File: src/rtl/mod16_count_extender_if.sv
// Bus between the ripple-counter extender and its consumers.
// master drives COUNT_IN/SYNC_CLR; slave returns count and flags.
interface mod16_count_extender_if #(
  parameter int HI_WIDTH = 4
);
  logic [3:0]          COUNT_IN;
  logic                SYNC_CLR;
  logic [HI_WIDTH+3:0] EXT_COUNT;
  logic                VALID;
  logic                STEP_UP;
  logic                STEP_DN;
  logic                WRAP;
  logic                STEP_ERR;

  modport master (
    output COUNT_IN, SYNC_CLR,
    input  EXT_COUNT, VALID,
    input  STEP_UP, STEP_DN,
    input  WRAP, STEP_ERR
  );

  modport slave (
    input  COUNT_IN, SYNC_CLR,
    output EXT_COUNT, VALID,
    output STEP_UP, STEP_DN,
    output WRAP, STEP_ERR
  );
endinterface

File: src/rtl/mod16_count_extender.sv
// Syncs a 4-bit ripple count, infers +/-1 steps, extends with wrap count.
// Ports: CLOCK, CLEAR (async low), bus (slave: COUNT_IN/SYNC_CLR in, count+flags out).
module mod16_count_extender #(
  parameter int HI_WIDTH    = 4,
  parameter int SYNC_STAGES = 2
) (
  input logic CLOCK,
  input logic CLEAR,
  mod16_count_extender_if.slave bus
);

  typedef enum logic {
    INIT,
    TRACK
  } state_e;

  localparam logic [2:0] ICNT_MAX =
    3'(SYNC_STAGES + 1);
  localparam logic [HI_WIDTH-1:0] HI_ONE = 1;

  logic [3:0] sync_q [SYNC_STAGES];
  logic [3:0] s;
  logic [3:0] q_q;
  logic       stable;
  logic [3:0] delta;

  state_e              state_q;
  logic [2:0]          icnt_q;
  logic [3:0]          cur_q;
  logic [HI_WIDTH-1:0] hi_q;
  logic                valid_q;
  logic                up_q;
  logic                dn_q;
  logic                wrap_q;
  logic                err_q;

  assign s      = sync_q[SYNC_STAGES-1];
  // a value seen on two consecutive edges is past any ripple
  assign stable = (s == q_q);
  assign delta  = s - cur_q;

  always_ff @(posedge CLOCK or negedge CLEAR) begin
    if (!CLEAR) begin
      for (int i = 0; i < SYNC_STAGES; i++)
        sync_q[i] <= '0;
      q_q <= '0;
    end else begin
      sync_q[0] <= bus.COUNT_IN;
      for (int i = 1; i < SYNC_STAGES; i++)
        sync_q[i] <= sync_q[i-1];
      q_q <= s;
    end
  end

  always_ff @(posedge CLOCK or negedge CLEAR) begin
    if (!CLEAR) begin
      state_q <= INIT;
      icnt_q  <= '0;
      cur_q   <= '0;
      hi_q    <= '0;
      valid_q <= 1'b0;
      up_q    <= 1'b0;
      dn_q    <= 1'b0;
      wrap_q  <= 1'b0;
      err_q   <= 1'b0;
    end else begin
      up_q   <= 1'b0;
      dn_q   <= 1'b0;
      wrap_q <= 1'b0;
      if (bus.SYNC_CLR) begin
        state_q <= INIT;
        icnt_q  <= '0;
        cur_q   <= '0;
        hi_q    <= '0;
        valid_q <= 1'b0;
        err_q   <= 1'b0;
      end else begin
        unique case (state_q)
          INIT: begin
            // let the sync chain flush before trusting s
            if (icnt_q != ICNT_MAX) begin
              icnt_q <= icnt_q + 3'd1;
            end else if (stable) begin
              cur_q   <= s;
              hi_q    <= '0;
              valid_q <= 1'b1;
              state_q <= TRACK;
            end
          end
          TRACK: begin
            if (stable && (s != cur_q)) begin
              cur_q <= s;
              unique case (1'b1)
                (delta == 4'd1): begin
                  up_q <= 1'b1;
                  if (cur_q == 4'hF) begin
                    hi_q   <= hi_q + HI_ONE;
                    wrap_q <= 1'b1;
                  end
                end
                (delta == 4'hF): begin
                  dn_q <= 1'b1;
                  if (cur_q == 4'h0) begin
                    hi_q   <= hi_q - HI_ONE;
                    wrap_q <= 1'b1;
                  end
                end
                default: err_q <= 1'b1;
              endcase
            end
          end
          default: state_q <= INIT;
        endcase
      end
    end
  end

  assign bus.EXT_COUNT = {hi_q, cur_q};
  assign bus.VALID     = valid_q;
  assign bus.STEP_UP   = up_q;
  assign bus.STEP_DN   = dn_q;
  assign bus.WRAP      = wrap_q;
  assign bus.STEP_ERR  = err_q;

endmodule

File: src/flat_wrapper.sv
// flat-port wrapper written by rule: the top's interface ports become plain ports
module mod16_count_extender_flat 
#(
  parameter int HI_WIDTH    = 4,
  parameter int SYNC_STAGES = 2
)
  (CLOCK, CLEAR, bus_COUNT_IN, bus_SYNC_CLR, bus_EXT_COUNT, bus_VALID, bus_STEP_UP, bus_STEP_DN, bus_WRAP, bus_STEP_ERR);
  mod16_count_extender_if #(.HI_WIDTH(HI_WIDTH)) bus_i ();
  input logic CLOCK;
  input logic CLEAR;
  input wire logic [$bits(bus_i.COUNT_IN)-1:0] bus_COUNT_IN;
  input wire logic [$bits(bus_i.SYNC_CLR)-1:0] bus_SYNC_CLR;
  output wire logic [$bits(bus_i.EXT_COUNT)-1:0] bus_EXT_COUNT;
  output wire logic [$bits(bus_i.VALID)-1:0] bus_VALID;
  output wire logic [$bits(bus_i.STEP_UP)-1:0] bus_STEP_UP;
  output wire logic [$bits(bus_i.STEP_DN)-1:0] bus_STEP_DN;
  output wire logic [$bits(bus_i.WRAP)-1:0] bus_WRAP;
  output wire logic [$bits(bus_i.STEP_ERR)-1:0] bus_STEP_ERR;
  assign bus_i.COUNT_IN = bus_COUNT_IN;
  assign bus_i.SYNC_CLR = bus_SYNC_CLR;
  assign bus_EXT_COUNT = bus_i.EXT_COUNT;
  assign bus_VALID = bus_i.VALID;
  assign bus_STEP_UP = bus_i.STEP_UP;
  assign bus_STEP_DN = bus_i.STEP_DN;
  assign bus_WRAP = bus_i.WRAP;
  assign bus_STEP_ERR = bus_i.STEP_ERR;
  mod16_count_extender #(.HI_WIDTH(HI_WIDTH), .SYNC_STAGES(SYNC_STAGES)) u_core (.CLOCK(CLOCK), .CLEAR(CLEAR), .bus(bus_i));
endmodule
File: config.mk
export PLATFORM = sky130hd
export DESIGN_NAME = mod16_count_extender_flat
export DESIGN_NICKNAME = d
export VERILOG_FILES = /design/src/rtl/mod16_count_extender_if.sv /design/src/rtl/mod16_count_extender.sv /design/src/flat_wrapper.sv
export SDC_FILE = /design/constraint.sdc
export NUM_CORES = 1
export LEC_CHECK = 0
export ABC_AREA = 0
export CORE_MARGIN = 5
export CORE_UTILIZATION = 55
export CTS_CLUSTER_SIZE = 20
export DETAILED_ROUTE_END_ITERATION = 10
export DONT_BUFFER_PORTS = 1
export PLACE_DENSITY_LB_ADDON = 0.1
export SLEW_MARGIN = 0
export SYNTH_ARGS = -nofsm -noshare
export SYNTH_HDL_FRONTEND = slang
export SYNTH_SLANG_ARGS = --single-unit
File: constraint.sdc
create_clock -name CLOCK -period 3.1 [get_ports CLOCK]
set_input_delay 0.62 -clock CLOCK [delete_from_list [all_inputs] [get_ports CLOCK]]
set_output_delay 0.62 -clock CLOCK [all_outputs]
set_load 0.03 [all_outputs]
==> metrics.md <==
| Metric | Value |
|---|---|
| Status | complete, no violations |
| Hpwl dp | between 1500 and 2000 um |
| CP Capture Type | flip-flop |
| Maxcap violations | 0 |
| Layout cells sized above 1 | between 10% and 20% |
| Final instance area | around 1600 sq um |
| Critical R2R Capture | u_core.hi_q[3]$_DFFE_PN0P_ |
| RSZ-0062 raised after global routing | no |
| CTS tree | yes |
| Die width | approximately 62 um |
| Worst EP arrival | approximately 3100 ps |
| Placed cells | 163 |
| # port buffers | 0 |
| Largest net degree at the start of global routing | 30 |
| Row count | 18 |
| CP max FO | 4 |
| DR iter-0 viols | 29 |
| Crit Reg-Reg Startpoint | u_core.s[0]$_DFF_PN0_ |
| Routed via count | around 1000 |
| Worst Setup Start Kind | flip-flop |
| Slew headroom | 66.6% |
| Setup CP Type | reg2reg |
| Pwr per Cell Area | roughly 450 nW/um^2 |
| Final Hold Viols | 0 |
| First-pass GRT wire length | approximately 4700 um |
| CTS Buffer Depth | 2 |
| Initial Util | about three fifths |
| Fin. max-slew vios | 0 |
| Ant. Diodes | 0 |
| Post-CTS setup buffer count | 0 |
| Final net count | between 150 and 200 |
| Cells after Synth | between 100 and 150 |
| Vias per cell | ~6.0 |
| Worst slack at placement | ~290 ps |
| Number of flops mapped to enable cells by yosys | 0 |
| Seq/Total Area, Yosys | about half |
| Syn. warnings | 0 |
| Die Footprint | about 3800 sq um |
| #FFs+latches synth | 29 |
| Overall Power | between 0.7 and 0.8 mW |
| Area growth, synth to finish | 9.47% |
| Antenna violations before repair | 0 |
| Main area contributors after synthesis | dfrtp_1, ha_1, xor2_1 |
| R2R Setup Slk | around 260 ps |
| Period minus WS final | around 2800 ps |
| Mapped Nets | 146 |
| Measured slew at the worst slew-check pin | between 400 and 500 ps |
| LEAKAGE | around 0.69 nW |
| Hold Buf Count CTS | 1 |
| Cts repair resizes | 0 |
| Worst hold-check path type | in2async |
| Post-route antenna net violation count | 0 |
| WL final | roughly 2800 um |
| Final Setup Violations | 0 |
| DRC viols | 0 |
| Final GP Congestion | slightly above 0.8 |
| TritonRoute pass-1 iters | 4 |
| Fin util | 63.6% |
| Worst hold slack | between 90 and 100 ps |
| Synth top area share | between 40% and 50% |
| Leading cell type in the layout, fill and taps excluded | dfrtp_1 |
| Post-synth top area cell | dfrtp_1 |
| Total gr overflow | 0 |
| Post-Layout Cell Count | roughly 170 |
| Setup Skew | 9.27 ps |
| Routed len/inst | between 15 and 20 um |
| Num Clock Sinks | 29 |
| Gr usage total | between 15 and 20% |
| Clock latency at the later pin of the worst-skew pair | about 320 ps |
| Mean post-synth cell area | approximately 11 sq um |
| Max Fclk | between 0.3 and 0.4 GHz |
| Vias in the first global route | slightly above 1000 |
| Commonest non-fill, non-tap cells in the layout | dfrtp_1, nor2_1, nor3_1 |
| Reg2reg path depth | 12 |
| Worst-path clk slew | 90 ps |
| Ys async rst share | between 90% and 100% |
| Period Utilization, post-route | between 90% and 100% |
| Fin Setup TNS | 0 ps |
| Io pins | 20 |
| Final setup margin | between 200 and 300 ps |
| Synth Flop Type | dfrtp_1 |
| FILL cells | roughly 200 |
| Post-Place Cell Area | between 1500 and 2000 sq um |
| Crit path required time | 3320 ps |
| Synth Cell Area | 1470 sq um |
| Cts bufs inserted | 5 |
| Die Y | just over 60 um |
| CTS root buf | clkbuf_4 |
| CORE AREA | approximately 2500 sq um |
| VDD IR max | 394 uV |
| Distinct cells, synth | 43 |
| H-tree lvl count | 2 |
-- registers in the layout, summed over array words and instances (netlist names), 3 cells and up --
signal / flops
u_core.cur_q: 4
u_core.hi_q: 4
u_core.q_q: 4
u_core.s: 4
u_core.sync_q: 4
u_core.icnt_q: 3
-- logic make-up after synthesis --
logic type	count (synthesis)	synth area share [%]
AOI/OAI and AO/OA	23	11.9
xor gates and xnor gates	9	5.89
adders and majority gates	8	7.34
buffers and inverters	10	2.82
DFF	29	49.5
muxes	4	2.73
and+or+nand+nor	48	19.9
-- power breakdown --
group	switching (mW)	total (mW)	internal (mW)
combinational	0.0492	0.0819	0.0326
clock	0.128	0.234	0.106
sequential	0.0131	0.410	0.397
-- worst max-delay path, cell delays in order, from the launching register on --
cell,delay (ps)
dfrtp_1,420
inv_1,70
ha_1,150
inv_1,50
fa_1,380
xor2_1,220
nand3b_1,150
nor3_2,210
ha_1,320
o21a_1,120
nor3_1,210
a311oi_1,130
a311o_1,320
-- Yosys cell counts, drive strengths merged (2+ instances only) --
cell type / count
a31oi: 3
xor2: 8
dfrtp: 29
a311o: 2
ha: 7
inv: 7
clkbuf: 2
a211oi: 2
nand2: 6
or2: 2
mux2i: 4
nor3b: 4
a21oi: 6
nor4: 2
nand3: 2
and3: 2
nor3: 10
a211o: 2
nor2: 13
nand3b: 2
-- layer usage --
metal | global-route usage [%] | vias up | routed length, um
li1 | - | 491 | -
met1 | 21.5 | 506 | 1240
met2 | 28.0 | 32 | 1360
met3 | 5.66 | 5 | 140
met4 | 8.18 | 0 | 36
met5 | 0 | - | 0
-- worst max-delay path by stage --
stage,endpoint,start
2_1_floorplan,u_core.hi_q[3]$_DFFE_PN0P_,u_core.cur_q[0]$_DFFE_PN0P_
3_3_place_gp,u_core.hi_q[3]$_DFFE_PN0P_,u_core.s[0]$_DFF_PN0_
3_5_place_dp,u_core.hi_q[3]$_DFFE_PN0P_,u_core.s[0]$_DFF_PN0_
4_1_cts,u_core.hi_q[3]$_DFFE_PN0P_,u_core.s[0]$_DFF_PN0_
5_1_grt,u_core.hi_q[3]$_DFFE_PN0P_,u_core.s[0]$_DFF_PN0_
6_report,u_core.hi_q[3]$_DFFE_PN0P_,u_core.s[0]$_DFF_PN0_
-- final cells by class --
| type | count | area [sq um] | share of cell area, % |
|---|---|---|---|
| Sequential cell | 29 | 726 | 45.2 |
| Clock inverter | 1 | 7.51 | 0.468 |
| Clock buffer | 6 | 51.3 | 3.20 |
| Multi-Input combinational cell | 92 | 699 | 43.6 |
| Timing Repair Buffer | 6 | 57.6 | 3.59 |
| Inverter | 7 | 26.3 | 1.64 |
| Tap cell | 30 | 37.5 | 2.34 |
No activity file was read; power rests on OpenSTA's default activity.
